## config.mk

```make
export PLATFORM = sky130hd
export DESIGN_NAME = cmn_rr_lock_arb_flat
export DESIGN_NICKNAME = d
export VERILOG_FILES = /design/src/rtl/cmn_arb_pkg.sv /design/src/rtl/cmn_rr_lock_arb_if.sv /design/src/rtl/cmn_onehot2bin2.sv /design/src/rtl/cmn_rr_lock_arb.sv /design/src/flat_wrapper.sv
export SDC_FILE = /design/constraint.sdc
export NUM_CORES = 1
export LEC_CHECK = 0
export ABC_AREA = 1
export BUFFER_PORTS_ARGS = -buffer_cell sky130_fd_sc_hd__buf_2
export CAP_MARGIN = 0
export CELL_PAD_IN_SITES_DETAIL_PLACEMENT = 1
export CELL_PAD_IN_SITES_GLOBAL_PLACEMENT = 2
export CORE_UTILIZATION = 14
export CTS_BUF_LIST = sky130_fd_sc_hd__clkbuf_2 sky130_fd_sc_hd__clkbuf_4 sky130_fd_sc_hd__clkbuf_8
export DETAILED_ROUTE_END_ITERATION = 12
export GPL_TIMING_DRIVEN = 0
export PLACE_DENSITY_LB_ADDON = 0.1
export SYNTH_ARGS = -nofsm -noshare
export SYNTH_HDL_FRONTEND = slang
export SYNTH_SLANG_ARGS = --single-unit
```

## constraint.sdc

```tcl
create_clock -name clk -period 2 [get_ports clk]
set_input_delay 0.2 -clock clk [delete_from_list [all_inputs] [get_ports clk]]
set_output_delay 0.2 -clock clk [all_outputs]
set_load 0.01 [all_outputs]
```

## src/rtl/cmn_arb_pkg.sv

```systemverilog
// rtl/cmn_arb_pkg.sv - shared types and limits for the round-robin lock arbiter
package cmn_arb_pkg;

    typedef enum logic {
        ARB_IDLE,
        ARB_LOCKED
    } arb_state_e;

    localparam int ARB_MAX_REQ = 64;

endpackage

```

## src/rtl/cmn_rr_lock_arb_if.sv

```systemverilog
// rtl/cmn_rr_lock_arb_if.sv - requester/output channel bundle of cmn_rr_lock_arb
interface cmn_rr_lock_arb_if #(
    parameter int REQ_NUM    = 4,
    parameter int DATA_WIDTH = 32
);
    localparam int IDX_WIDTH = $clog2(REQ_NUM);

    logic [REQ_NUM-1:0]                 req_vld;
    logic [REQ_NUM-1:0]                 req_last;
    logic [REQ_NUM-1:0][DATA_WIDTH-1:0] req_data;
    logic [REQ_NUM-1:0]                 req_rdy;
    logic                               out_vld;
    logic                               out_last;
    logic [DATA_WIDTH-1:0]              out_data;
    logic [IDX_WIDTH-1:0]               out_idx;
    logic                               out_rdy;
    logic [REQ_NUM-1:0]                 grant_oh;
    logic                               locked;

    modport master (
        input  req_vld, req_last, req_data, out_rdy,
        output req_rdy, out_vld, out_last, out_data, out_idx, grant_oh, locked
    );

    modport slave (
        output req_vld, req_last, req_data, out_rdy,
        input  req_rdy, out_vld, out_last, out_data, out_idx, grant_oh, locked
    );

endinterface

```

## src/rtl/cmn_onehot2bin2.sv

```systemverilog
// rtl/cmn_onehot2bin2.sv - one-hot to binary index; all-zero input yields all ones
module cmn_onehot2bin2 #(
    parameter int ONEHOT_WIDTH = 4,
    parameter int BIN_WIDTH    = $clog2(ONEHOT_WIDTH)
) (
    input  logic [ONEHOT_WIDTH-1:0] onehot,
    output logic [BIN_WIDTH-1:0]    bin
);

    always_comb begin
        bin = '0;
        for (int i = 0; i < ONEHOT_WIDTH; i++) begin
            if (onehot[i]) begin
                bin = bin | BIN_WIDTH'(i);
            end
        end
        if (onehot == '0) begin
            bin = '1;
        end
    end

endmodule

```

## src/rtl/cmn_rr_lock_arb.sv

```systemverilog
// rtl/cmn_rr_lock_arb.sv - round-robin arbiter with packet lock (CMN_RR_LOCK_ARB_LOCK_EN)
// Grants are combinational from a registered rotating priority pointer.
module cmn_rr_lock_arb
    import cmn_arb_pkg::*;
#(
    parameter int REQ_NUM    = 4,
    parameter int DATA_WIDTH = 32
) (
    input  logic                clk,
    input  logic                rst,
    cmn_rr_lock_arb_if.master   bus
);

    localparam int IDX_WIDTH = $clog2(REQ_NUM);

    logic [IDX_WIDTH-1:0]   ptr_q;
    logic [IDX_WIDTH-1:0]   ptr_d;
    logic [2*REQ_NUM-1:0]   dbl_vld;
    logic                   rr_hit;
    logic [IDX_WIDTH-1:0]   rr_idx;
    logic                   win_hit;
    logic [IDX_WIDTH-1:0]   win_idx;
    logic [IDX_WIDTH-1:0]   ptr_nxt;
    logic [REQ_NUM-1:0]     grant;
    logic [DATA_WIDTH-1:0]  data_mux;
    logic                   last_mux;
    logic                   accept;

    // Requests below ptr are masked in the low copy, so the first set bit of
    // the doubled vector is the first requester at or after ptr, wrapping.
    always_comb begin
        dbl_vld = {bus.req_vld, bus.req_vld};
        for (int i = 0; i < 2*REQ_NUM; i++) begin
            if (i < int'(ptr_q)) begin
                dbl_vld[i] = 1'b0;
            end
        end
        rr_hit = 1'b0;
        rr_idx = '0;
        for (int i = 2*REQ_NUM-1; i >= 0; i--) begin
            if (dbl_vld[i]) begin
                rr_hit = 1'b1;
                rr_idx = (i >= REQ_NUM) ? IDX_WIDTH'(i - REQ_NUM) : IDX_WIDTH'(i);
            end
        end
    end

    always_comb begin
        grant    = win_hit ? (REQ_NUM'(1) << win_idx) : '0;
        data_mux = '0;
        last_mux = 1'b0;
        for (int i = 0; i < REQ_NUM; i++) begin
            data_mux = data_mux | (bus.req_data[i] & {DATA_WIDTH{grant[i]}});
            last_mux = last_mux | (bus.req_last[i] & grant[i]);
        end
        ptr_nxt = (win_idx == IDX_WIDTH'(REQ_NUM-1)) ? '0 : win_idx + 1'b1;
    end

    assign accept = win_hit & bus.out_rdy;

`ifdef CMN_RR_LOCK_ARB_LOCK_EN
    arb_state_e             state_q;
    arb_state_e             state_d;
    logic [IDX_WIDTH-1:0]   lock_idx_q;
    logic [IDX_WIDTH-1:0]   lock_idx_d;

    always_comb begin
        if (state_q == ARB_LOCKED) begin
            win_idx = lock_idx_q;
            win_hit = bus.req_vld[lock_idx_q];
        end else begin
            win_idx = rr_idx;
            win_hit = rr_hit;
        end
    end

    always_comb begin
        state_d    = state_q;
        lock_idx_d = lock_idx_q;
        ptr_d      = ptr_q;
        if (accept) begin
            if (last_mux) begin
                state_d = ARB_IDLE;
                ptr_d   = ptr_nxt;
            end else begin
                state_d    = ARB_LOCKED;
                lock_idx_d = win_idx;
            end
        end
    end

    always_ff @(posedge clk or posedge rst) begin
        if (rst) begin
            state_q    <= ARB_IDLE;
            lock_idx_q <= '0;
        end else begin
            state_q    <= state_d;
            lock_idx_q <= lock_idx_d;
        end
    end

    assign bus.out_last = last_mux;
    assign bus.locked   = (state_q == ARB_LOCKED);
`else
    logic unused_last;

    always_comb begin
        win_idx = rr_idx;
        win_hit = rr_hit;
        ptr_d   = accept ? ptr_nxt : ptr_q;
    end

    assign unused_last  = last_mux;
    assign bus.out_last = 1'b1;
    assign bus.locked   = 1'b0;
`endif

    always_ff @(posedge clk or posedge rst) begin
        if (rst) begin
            ptr_q <= '0;
        end else begin
            ptr_q <= ptr_d;
        end
    end

    cmn_onehot2bin2 #(
        .ONEHOT_WIDTH (REQ_NUM),
        .BIN_WIDTH    (IDX_WIDTH)
    ) u_oh2bin (
        .onehot (grant),
        .bin    (bus.out_idx)
    );

    assign bus.grant_oh = grant;
    assign bus.out_vld  = win_hit;
    assign bus.out_data = data_mux;
    assign bus.req_rdy  = grant & {REQ_NUM{bus.out_rdy}};

endmodule

```

## src/flat_wrapper.sv

```systemverilog
// flat-port wrapper written by rule: the top's interface ports become plain ports
module cmn_rr_lock_arb_flat import cmn_arb_pkg::*;
#(
    parameter int REQ_NUM    = 4,
    parameter int DATA_WIDTH = 32
)
  (clk, rst, bus_req_vld, bus_req_last, bus_req_data, bus_out_rdy, bus_req_rdy, bus_out_vld, bus_out_last, bus_out_data, bus_out_idx, bus_grant_oh, bus_locked);
  cmn_rr_lock_arb_if #(.REQ_NUM(REQ_NUM), .DATA_WIDTH(DATA_WIDTH)) bus_i ();
  input  logic clk;
  input  logic rst;
  input wire logic [$bits(bus_i.req_vld)-1:0] bus_req_vld;
  input wire logic [$bits(bus_i.req_last)-1:0] bus_req_last;
  input wire logic [$bits(bus_i.req_data)-1:0] bus_req_data;
  input wire logic [$bits(bus_i.out_rdy)-1:0] bus_out_rdy;
  output wire logic [$bits(bus_i.req_rdy)-1:0] bus_req_rdy;
  output wire logic [$bits(bus_i.out_vld)-1:0] bus_out_vld;
  output wire logic [$bits(bus_i.out_last)-1:0] bus_out_last;
  output wire logic [$bits(bus_i.out_data)-1:0] bus_out_data;
  output wire logic [$bits(bus_i.out_idx)-1:0] bus_out_idx;
  output wire logic [$bits(bus_i.grant_oh)-1:0] bus_grant_oh;
  output wire logic [$bits(bus_i.locked)-1:0] bus_locked;
  assign bus_i.req_vld = bus_req_vld;
  assign bus_i.req_last = bus_req_last;
  assign bus_i.req_data = bus_req_data;
  assign bus_i.out_rdy = bus_out_rdy;
  assign bus_req_rdy = bus_i.req_rdy;
  assign bus_out_vld = bus_i.out_vld;
  assign bus_out_last = bus_i.out_last;
  assign bus_out_data = bus_i.out_data;
  assign bus_out_idx = bus_i.out_idx;
  assign bus_grant_oh = bus_i.grant_oh;
  assign bus_locked = bus_i.locked;
  cmn_rr_lock_arb #(.REQ_NUM(REQ_NUM), .DATA_WIDTH(DATA_WIDTH)) u_core (.clk(clk), .rst(rst), .bus(bus_i));
endmodule
```

==> results.ini, run 1 <==
[synthesis]
synth-edff-count=0
ys_warn_count=0
postSynthCellCount=375
synth_top_area_share_pct=38.7
yosys.area.top_type=nand3_1
synth_ff_type=dfrtp_1
ys_seq_area_share_pct=2.87
ys_seq_elements=2
syn_avg_cell_area_um2=4.66
ys_async_sr_fraction_pct=100
synth_common_cells=nand3_1, nand2_1, inv_1, buf_2, clkbuf_1
synth_nets=518
synth_most_common_cell=nand3_1
synth.area.top_cells=nand3_1, nand2_1, inv_1
synth_cell_types=17
synth_area_um2=1750

[sta]
final.setup_skew_ns=0.00226
finalSetupViolations=38
rsz0062_at_grt=yes
clock.fmax_mhz=465
period_needed_ns=2.15
setup_ws_ns=-0.149
hold_viol=0
slew_viol_final=0
min_period_over_period_pct=107

[setup_path]
worst_setup_path_start_kind=flip-flop
crit_top_cell=buf_4
critPathArrivalTime_ns=2.25
cp_top_family=buffers and inverters
slowest_delay_ns=0.41
cp-end-kind=flip-flop
crit_path_max_fanout=4
required_ns=2.10
cp_cell_sequence=nor2_1, nand2_2, buf_4, buf_4, buf_4, buf_4, buf_4, buf_4, buf_4, buf_4, buf_4, buf_4, nand3_2, nand2_1
crit_path_top_delay_cell=dfrtp_1
critPathKind=reg2reg
reg2reg_slack_ns=-0.15
crit_buf_inv=10

[clock_tree]
cts_tree=built
clkSinkCount=2
htreeDepth=1
cts-root-buf=clkbuf_8
cts_buffer_depth=2
path_clk_slew_ns=0.03
clkLatencyLatePin_ns=0.22
cts_buffers=3

[layout]
fillers=1629
final_nets=723
syn_to_final_growth_pct=104
post-route-util_pct=29.6
regMostFlops=u_core.ptr_q
layoutNonFillerInstCount=746
drive_gt1_share_pct=47.6
final_area_um2=3570
reg.largest.list=u_core.ptr_q (2)
antenna_cells=0
largest_register_ffs=2

[placed_design]
dp_hpwl_mm=7.63
place_congestion=0.732
placed_cells=720
io_buffers=177
place_area_um2=2840

[job]
cap_violations=0

[hold_path]
hp-class=in2reg

[floorplan]
start_util_pct=14.5
rows=40
die_w_um=114
io_pins=184
die_y_um=114
core_um2=12100
die_area_um2=12900

[global_route]
grt_max_degree=11
overflow=0
grt_pass1_vias=3091
grt_use_total_pct=15.0
grt_pass1_wl_mm=15.4
antenna_found_initial=0

[status]
violations=negative setup slack
status=finished, violations left

[route]
drt-wirelength-per-cell_um=13.5
firstDrtPassIters=4
drc=0
vias=3026
vias_per_cell=4.06
antenna_left=0
drt_wl_total_mm=10.1
first_iter_violations=48

[power]
power_leakage_nw=2.16
p_per_area_nw_per_um2=953
ir_worst_vdd_mv=0.275

-- worst paths after layout --
check / startpoint / endpoint / depth (start not counted)
worst max-delay path: u_core.ptr_q[1]$_DFFE_PP0P_ / u_core.ptr_q[0]$_DFFE_PP0P_ / 14
max in group asynchronous: rst / u_core.ptr_q[1]$_DFFE_PP0P_ / 3
min in group asynchronous: rst / u_core.ptr_q[0]$_DFFE_PP0P_ / 3
worst min-delay path: bus_out_rdy / u_core.ptr_q[1]$_DFFE_PP0P_ / 3
worst min register to register: u_core.ptr_q[0]$_DFFE_PP0P_ / u_core.ptr_q[0]$_DFFE_PP0P_ / 2
worst max register to register: u_core.ptr_q[1]$_DFFE_PP0P_ / u_core.ptr_q[0]$_DFFE_PP0P_ / 14
-- routing by layer --
layer	global-route usage [%]	up-vias	routed length, um
met5	0	-	0
met4	1.58	0	36
met3	2.28	5	642
met2	27.5	101	4890
met1	18.9	1359	4490
li1	-	1561	-
-- power breakdown --
group	leakage [nW]	switching (mW)	internal, mW
clock network	0.0216	0.0348	0.127
registers	0.0243	0.0206	0.0568
logic	2.11	1.58	1.58
total	2.16	1.64	1.76
-- final cells by class --
type,count,area (um2),area share (%)
Multi-Input combinational cell,265,1400,39.2
Timing Repair Buffer,202,1180,33.1
Sequential cell,2,50.0,1.40
Tap cell,168,210,5.89
Clock buffer,3,41.3,1.16
Inverter,76,290,8.14
Buffer,30,395,11.1
-- metrics by stage --
stage	TNS (ns)	power (mW)	hold WS, ns	setup slack, ns
after floorplan	0	1.43	-0.0588	0.127
after global placement	-13.59	2.29	0.0476	-0.479
after detailed placement	-14.78	2.31	0.0614	-0.532
after CTS	-3.79	3.27	0.285	-0.115
after global routing	-7.85	3.75	0.302	-0.244
final	-3.37	3.40	0.274	-0.149
-- cell families after synthesis --
| kind of cell | share of synthesized area (%) |
|---|---|
| fa+ha+maj | 2.87 |
| other cells | 0.430 |
| buf+inv | 27.5 |
| simple gates | 65.8 |
| flops | 2.87 |
| compound gates | 0.573 |
-- what timing repair did --
| action | CTS | global route |
|---|---|---|
| endpoints found under the hold margin | 2 | 0 |
| pin swaps | 46 | 10 |
| cloned | 6 | 1 |
| hold buffers | 1 | 0 |
| setup endpoints to repair | 40 | 43 |
| buffers inserted | 18 | 0 |
| gates resized for setup | 85 | 22 |
-- cells in the final DEF (no fill, tap or decap), types with 2 or more instances in the layout --
| cell | count |
|---|---|
| nor2_1 | 4 |
| nand2_4 | 2 |
| inv_1 | 70 |
| buf_12 | 2 |
| clkbuf_8 | 8 |
| nand3_1 | 117 |
| inv_2 | 4 |
| buf_2 | 177 |
| buf_6 | 18 |
| clkbuf_16 | 6 |
| nand3_2 | 17 |
| buf_4 | 17 |
| conb_1 | 2 |
| dfrtp_1 | 2 |
| buf_8 | 6 |
| ha_4 | 3 |
| nor2_2 | 3 |
| inv_4 | 2 |
| nand2_2 | 6 |
| nand2_1 | 105 |
-- worst min-delay path, stage by stage --
cell and delay [ns]:
buf_2 0.11, nand2_2 0.08, o21ai_1 0.06
Note: power is estimated with default switching activity, not from simulation.
==> run 2, diff against run 1 <==
MAX_ROUTING_LAYER = met4   (was default)
==> results.ini, run 2 (same netlist as run 1, synthesis figures left out) <==
[placed_design]
place_area_um2=2840  ; unchanged
dp_hpwl_mm=7.63  ; unchanged
io_buffers=177  ; unchanged
place_congestion=0.741  ; was 0.732

[sta]
period_needed_ns=2.15  ; unchanged
finalSetupViolations=38  ; unchanged
setup_ws_ns=-0.149  ; unchanged
rsz0062_at_grt=yes  ; unchanged
hold_viol=0  ; unchanged
final.setup_skew_ns=0.00226  ; unchanged
clock.fmax_mhz=465  ; unchanged
min_period_over_period_pct=107  ; unchanged
tns_ns=-3.38  ; was -3.37 ns
slew_viol_final=0  ; unchanged

[layout]
largest_register_ffs=2  ; unchanged
post-route-util_pct=29.6  ; unchanged
final_nets=723  ; unchanged
antenna_cells=0  ; unchanged
drive_gt1_share_pct=47.6  ; unchanged
syn_to_final_growth_pct=104  ; unchanged
final_cell_mix=buf_2, nand3_1, nand2_1  ; unchanged
regMostFlops=u_core.ptr_q  ; unchanged
final_common_cell=buf_2  ; unchanged
final_area_um2=3570  ; unchanged
reg.largest.list=u_core.ptr_q (2)  ; unchanged

[setup_path]
required_ns=2.10  ; about the same
crit_path_top_delay_cell=dfrtp_1  ; unchanged
crit_path_max_fanout=4  ; unchanged
cp_cell_sequence=nor2_1, nand2_2, buf_4, buf_4, buf_4, buf_4, buf_4, buf_4, buf_4, buf_4, buf_4, buf_4, nand3_2, nand2_1  ; unchanged
crit_buf_inv=10  ; unchanged
reg2reg_slack_ns=-0.15  ; about the same
cp-end-kind=flip-flop  ; unchanged
critPathKind=reg2reg  ; unchanged
crit_top_cell=buf_4  ; unchanged
critPathArrivalTime_ns=2.25  ; about the same
worst_setup_path_start_kind=flip-flop  ; unchanged
slowest_delay_ns=0.41  ; about the same
cp_top_family=buffers and inverters  ; unchanged

[route]
first_iter_violations=42  ; was 48
vias=3021  ; was 3026
firstDrtPassIters=4  ; unchanged
drc=0  ; unchanged
drt_wl_total_mm=10.1  ; about the same
drt-wirelength-per-cell_um=13.5  ; about the same
vias_per_cell=4.05  ; was 4.06
antenna_left=0  ; unchanged

[global_route]
grt_use_total_pct=15.4  ; was 15.0%
grt_pass1_vias=3097  ; was 3091
grt_pass1_wl_mm=15.3  ; was 15.4 mm
overflow=0  ; unchanged
grt_max_degree=11  ; unchanged
antenna_found_initial=0  ; unchanged

[power]
switching_share_pct=48.2  ; about the same
ir_worst_vdd_mv=0.275  ; about the same
p_per_area_nw_per_um2=953  ; about the same
seqPwrFrac_pct=2.3  ; about the same
pwr-share-clk_pct=4.8  ; about the same
netSwitchingPower_mw=1.64  ; about the same
share_comb_of_total_power_pct=92.9  ; about the same
power_leakage_nw=2.16  ; unchanged
p_int_mw=1.76  ; about the same

[hold_path]
hp-class=in2reg  ; unchanged

[clock_tree]
clkSinkCount=2  ; unchanged
htreeDepth=1  ; unchanged
cts_buffers=3  ; unchanged
cts_tree=built  ; unchanged
path_clk_slew_ns=0.03  ; about the same
clkLatencyLatePin_ns=0.22  ; about the same
cts_buffer_depth=2  ; unchanged
cts-root-buf=clkbuf_8  ; unchanged

[floorplan]
die_w_um=114  ; unchanged
die_area_um2=12900  ; unchanged
rows=40  ; unchanged
die_y_um=114  ; unchanged
io_pins=184  ; unchanged
core_um2=12100  ; unchanged
start_util_pct=14.5  ; unchanged

[status]
violations=negative setup slack  ; unchanged
status=finished, violations left  ; unchanged

[job]
cap_violations=0  ; unchanged

run 2: cell counts in the layout (fill, tap and decap cells not counted):
No cell type changed its count.
run 2: final timing paths:
check,to,depth (start not counted),from
setup / recovery,u_core.ptr_q[0]$_DFFE_PP0P_,14,u_core.ptr_q[1]$_DFFE_PP0P_
hold reg to reg,u_core.ptr_q[0]$_DFFE_PP0P_,2,u_core.ptr_q[0]$_DFFE_PP0P_
max in group asynchronous,u_core.ptr_q[1]$_DFFE_PP0P_,3,rst
hold / removal,u_core.ptr_q[1]$_DFFE_PP0P_,3,bus_out_rdy
min in group asynchronous,u_core.ptr_q[0]$_DFFE_PP0P_,3,rst
setup reg to reg,u_core.ptr_q[0]$_DFFE_PP0P_,14,u_core.ptr_q[1]$_DFFE_PP0P_
run 2: layout make-up:
cell class | instances | area, um2
Clock buffer | 3 | 41.3
Buffer | 30 | 395
Multi-Input combinational cell | 265 | 1400
Fill cell | 1629 | 8490
Inverter | 76 | 290
Sequential cell | 2 | 50.0
Tap cell | 168 | 210
Timing Repair Buffer | 202 | 1180
run 2: power groups by stage:
stage / clock network, mW / logic (mW) / registers (mW)
2_1_floorplan: 0 / 1.36 / 0.0684
3_3_place_gp: 0 / 2.21 / 0.0744
3_5_place_dp: 0 / 2.24 / 0.0742
4_1_cts: 0.162 / 3.03 / 0.0739
5_1_grt: 0.168 / 3.51 / 0.0787
6_report: 0.162 / 3.16 / 0.0775
run 2: metrics by stage:
stage	total power, mW	worst slack (ns)	cells	hold WS (ns)
final	3.40	-0.149	746	0.274
after global routing	3.75	-0.244	746	0.302
after CTS	3.27	-0.115	745	0.285
after detailed placement	2.31	-0.532	720	0.0614
after global placement	2.29	-0.479	720	0.0476
after floorplan	1.43	0.127	375	-0.0588
run 2: tightest hold or removal path, cell delays in order:
cell     delay [ns]
buf_2          0.11
nand2_2        0.08
o21ai_1        0.06
run 2: what timing repair did:
item / CTS / global route
pin swaps: 46 / 10
setup buffers: 18 / 0
hold endpoints to repair: 2 / 0
hold buffers: 1 / 0
resized for setup: 85 / 22
endpoints found under the setup margin: 40 / 43
cloned: 6 / 1
run 2: layer usage:
metal	wire, um	global-route usage [%]	vias up
met5	0	-	-
met1	4640	19.5	1356
met3	500	1.28	5
met4	36	1.58	0
met2	4900	27.5	99
li1	-	-	1561
==> run 3, diff against run 2 <==
MAX_ROUTING_LAYER = default   (was met4)
TNS_END_PERCENT = 5   (was default)
==> results.ini, run 3 (same netlist as run 1, synthesis figures left out) <==
[status]
status=finished, violations left  ; unchanged
violations=negative setup slack  ; unchanged

[route]
first_iter_violations=61  ; was 42
vias=2995  ; was 3021
vias_per_cell=4.03  ; was 4.05
drt-wirelength-per-cell_um=13.4  ; was 13.5 um
drc=0  ; unchanged
antenna_left=0  ; unchanged
firstDrtPassIters=6  ; was 4
drt_wl_total_mm=9.97  ; was 10.1 mm

[hold_path]
hp-class=in2reg  ; unchanged

[global_route]
grt_pass1_wl_mm=15.2  ; was 15.3 mm
overflow=0  ; unchanged
antenna_found_initial=0  ; unchanged
grt_use_total_pct=14.8  ; was 15.4%
grt_max_degree=11  ; unchanged
grt_pass1_vias=3050  ; was 3097

[layout]
largest_register_ffs=2  ; unchanged
reg.largest.list=u_core.ptr_q (2)  ; unchanged
syn_to_final_growth_pct=96.8  ; was 104%
final_cell_mix=buf_2, nand3_1, nand2_1  ; unchanged
final_nets=720  ; was 723
final_area_um2=3440  ; was 3570 um2
antenna_cells=0  ; unchanged
drive_gt1_share_pct=45.9  ; was 47.6%
final_common_cell=buf_2  ; unchanged
regMostFlops=u_core.ptr_q  ; unchanged

[power]
p_per_area_nw_per_um2=933  ; was 953 nW/um2
share_comb_of_total_power_pct=92.6  ; was 92.9%
totalPowerFinal_mw=3.21  ; was 3.40 mW
p_int_mw=1.63  ; was 1.76 mW
pwr-share-clk_pct=5.0  ; was 4.8%
ir_worst_vdd_mv=0.269  ; was 0.275 mV
switching_share_pct=49.3  ; was 48.2%
netSwitchingPower_mw=1.58  ; was 1.64 mW
power_leakage_nw=2.12  ; was 2.16 nW
seqPwrFrac_pct=2.4  ; was 2.3%

[clock_tree]
cts-root-buf=clkbuf_8  ; unchanged
cts_buffers=3  ; unchanged
clkLatencyLatePin_ns=0.21  ; was 0.22 ns
htreeDepth=1  ; unchanged
path_clk_slew_ns=0.03  ; about the same
cts_tree=built  ; unchanged
clkSinkCount=2  ; unchanged
cts_buffer_depth=2  ; unchanged

[setup_path]
cp-end-kind=flip-flop  ; unchanged
worst_setup_path_start_kind=flip-flop  ; unchanged
crit_path_max_fanout=4  ; unchanged
critPathArrivalTime_ns=2.25  ; about the same
critPathKind=reg2reg  ; unchanged
required_ns=2.10  ; about the same

[sta]
clock.fmax_mhz=465  ; about the same
setup_ws_ns=-0.148  ; was -0.149 ns
slew_viol_final=0  ; unchanged
min_period_over_period_pct=107  ; about the same
period_needed_ns=2.15  ; about the same
final.setup_skew_ns=0.00148  ; was 0.00226 ns
hold_viol=0  ; unchanged
finalSetupViolations=37  ; was 38
holdWs_ns=0.274  ; about the same
rsz0062_at_grt=yes  ; unchanged

[floorplan]
io_pins=184  ; unchanged
start_util_pct=14.5  ; unchanged
die_w_um=114  ; unchanged
die_y_um=114  ; unchanged
rows=40  ; unchanged
core_um2=12100  ; unchanged
die_area_um2=12900  ; unchanged

[job]
cap_violations=0  ; unchanged

[placed_design]
place_area_um2=2840  ; unchanged
dp_hpwl_mm=7.63  ; unchanged
io_buffers=177  ; unchanged
place_congestion=0.732  ; was 0.741

-- run 3: area by class of cell --
cell class	instances	area [um2]
sequential	2	50.0
timing repair buffer	199	1110
multi-input combinational	265	1350
tap	168	210
fill	1636	8620
buffer	30	387
inverter	76	290
clock buffer	3	41.3
-- run 3: metal layers --
layer  wire length (um)  GRT usage [%]  share of wire (%)
met5                  0              0                  0
met4                 38           1.58               0.38
met3                613           2.28                6.1
met2               4880           27.4                 49
met1               4440           18.6                 45
-- run 3: path summary, 6_finish.rpt --
path | startpoint | end | slack (ns) | cells past startpoint
max in group asynchronous | rst | u_core.ptr_q[1]$_DFFE_PP0P_ | 1.50 | 3
min in group asynchronous | rst | u_core.ptr_q[0]$_DFFE_PP0P_ | 0.38 | 3
min | bus_out_rdy | u_core.ptr_q[1]$_DFFE_PP0P_ | 0.27 | 3
min reg2reg | u_core.ptr_q[0]$_DFFE_PP0P_ | u_core.ptr_q[0]$_DFFE_PP0P_ | 0.53 | 2
max reg2reg | u_core.ptr_q[1]$_DFFE_PP0P_ | u_core.ptr_q[0]$_DFFE_PP0P_ | -0.15 | 14
max | u_core.ptr_q[1]$_DFFE_PP0P_ | u_core.ptr_q[0]$_DFFE_PP0P_ | -0.15 | 14
-- run 3: worst max-delay path, cell delays in order (launching register included) --
cell and delay [ns]:
dfrtp_1 0.41, nor2_1 0.21, nand2_2 0.11, buf_4 0.14
buf_4 0.12, buf_4 0.12, buf_4 0.12, buf_4 0.12
buf_4 0.12, buf_4 0.12, buf_4 0.12, buf_4 0.12
buf_4 0.12, nand3_2 0.05, nand2_1 0.05
-- run 3: power groups by stage --
| stage | Clock, mW | Combinational [mW] | Sequential (mW) |
|---|---|---|---|
| floorplan | 0 | 1.36 | 0.0684 |
| CTS | 0.162 | 2.97 | 0.0739 |
| global route | 0.168 | 3.31 | 0.0788 |
| detailed placement | 0 | 2.24 | 0.0742 |
| finish | 0.161 | 2.97 | 0.0771 |
| global placement | 0 | 2.21 | 0.0744 |
-- run 3: what timing repair did --
item	CTS	global route
pin swaps	39	3
endpoints found under the hold margin	2	0
gates resized for setup	79	10
hold buffers	1	0
endpoints found under the setup margin	40	42
gates cloned	5	0
buffers inserted	16	1
-- run 3: through the flow --
step	utilization, %	setup TNS [ns]	setup WS [ns]	instances
floorplan	-	0	0.127	375
global placement	23.6	-13.59	-0.479	720
detailed placement	23.6	-14.78	-0.532	720
CTS	28.1	-3.69	-0.115	742
global route	28.5	-7.68	-0.241	743
finish	28.5	-3.10	-0.148	743
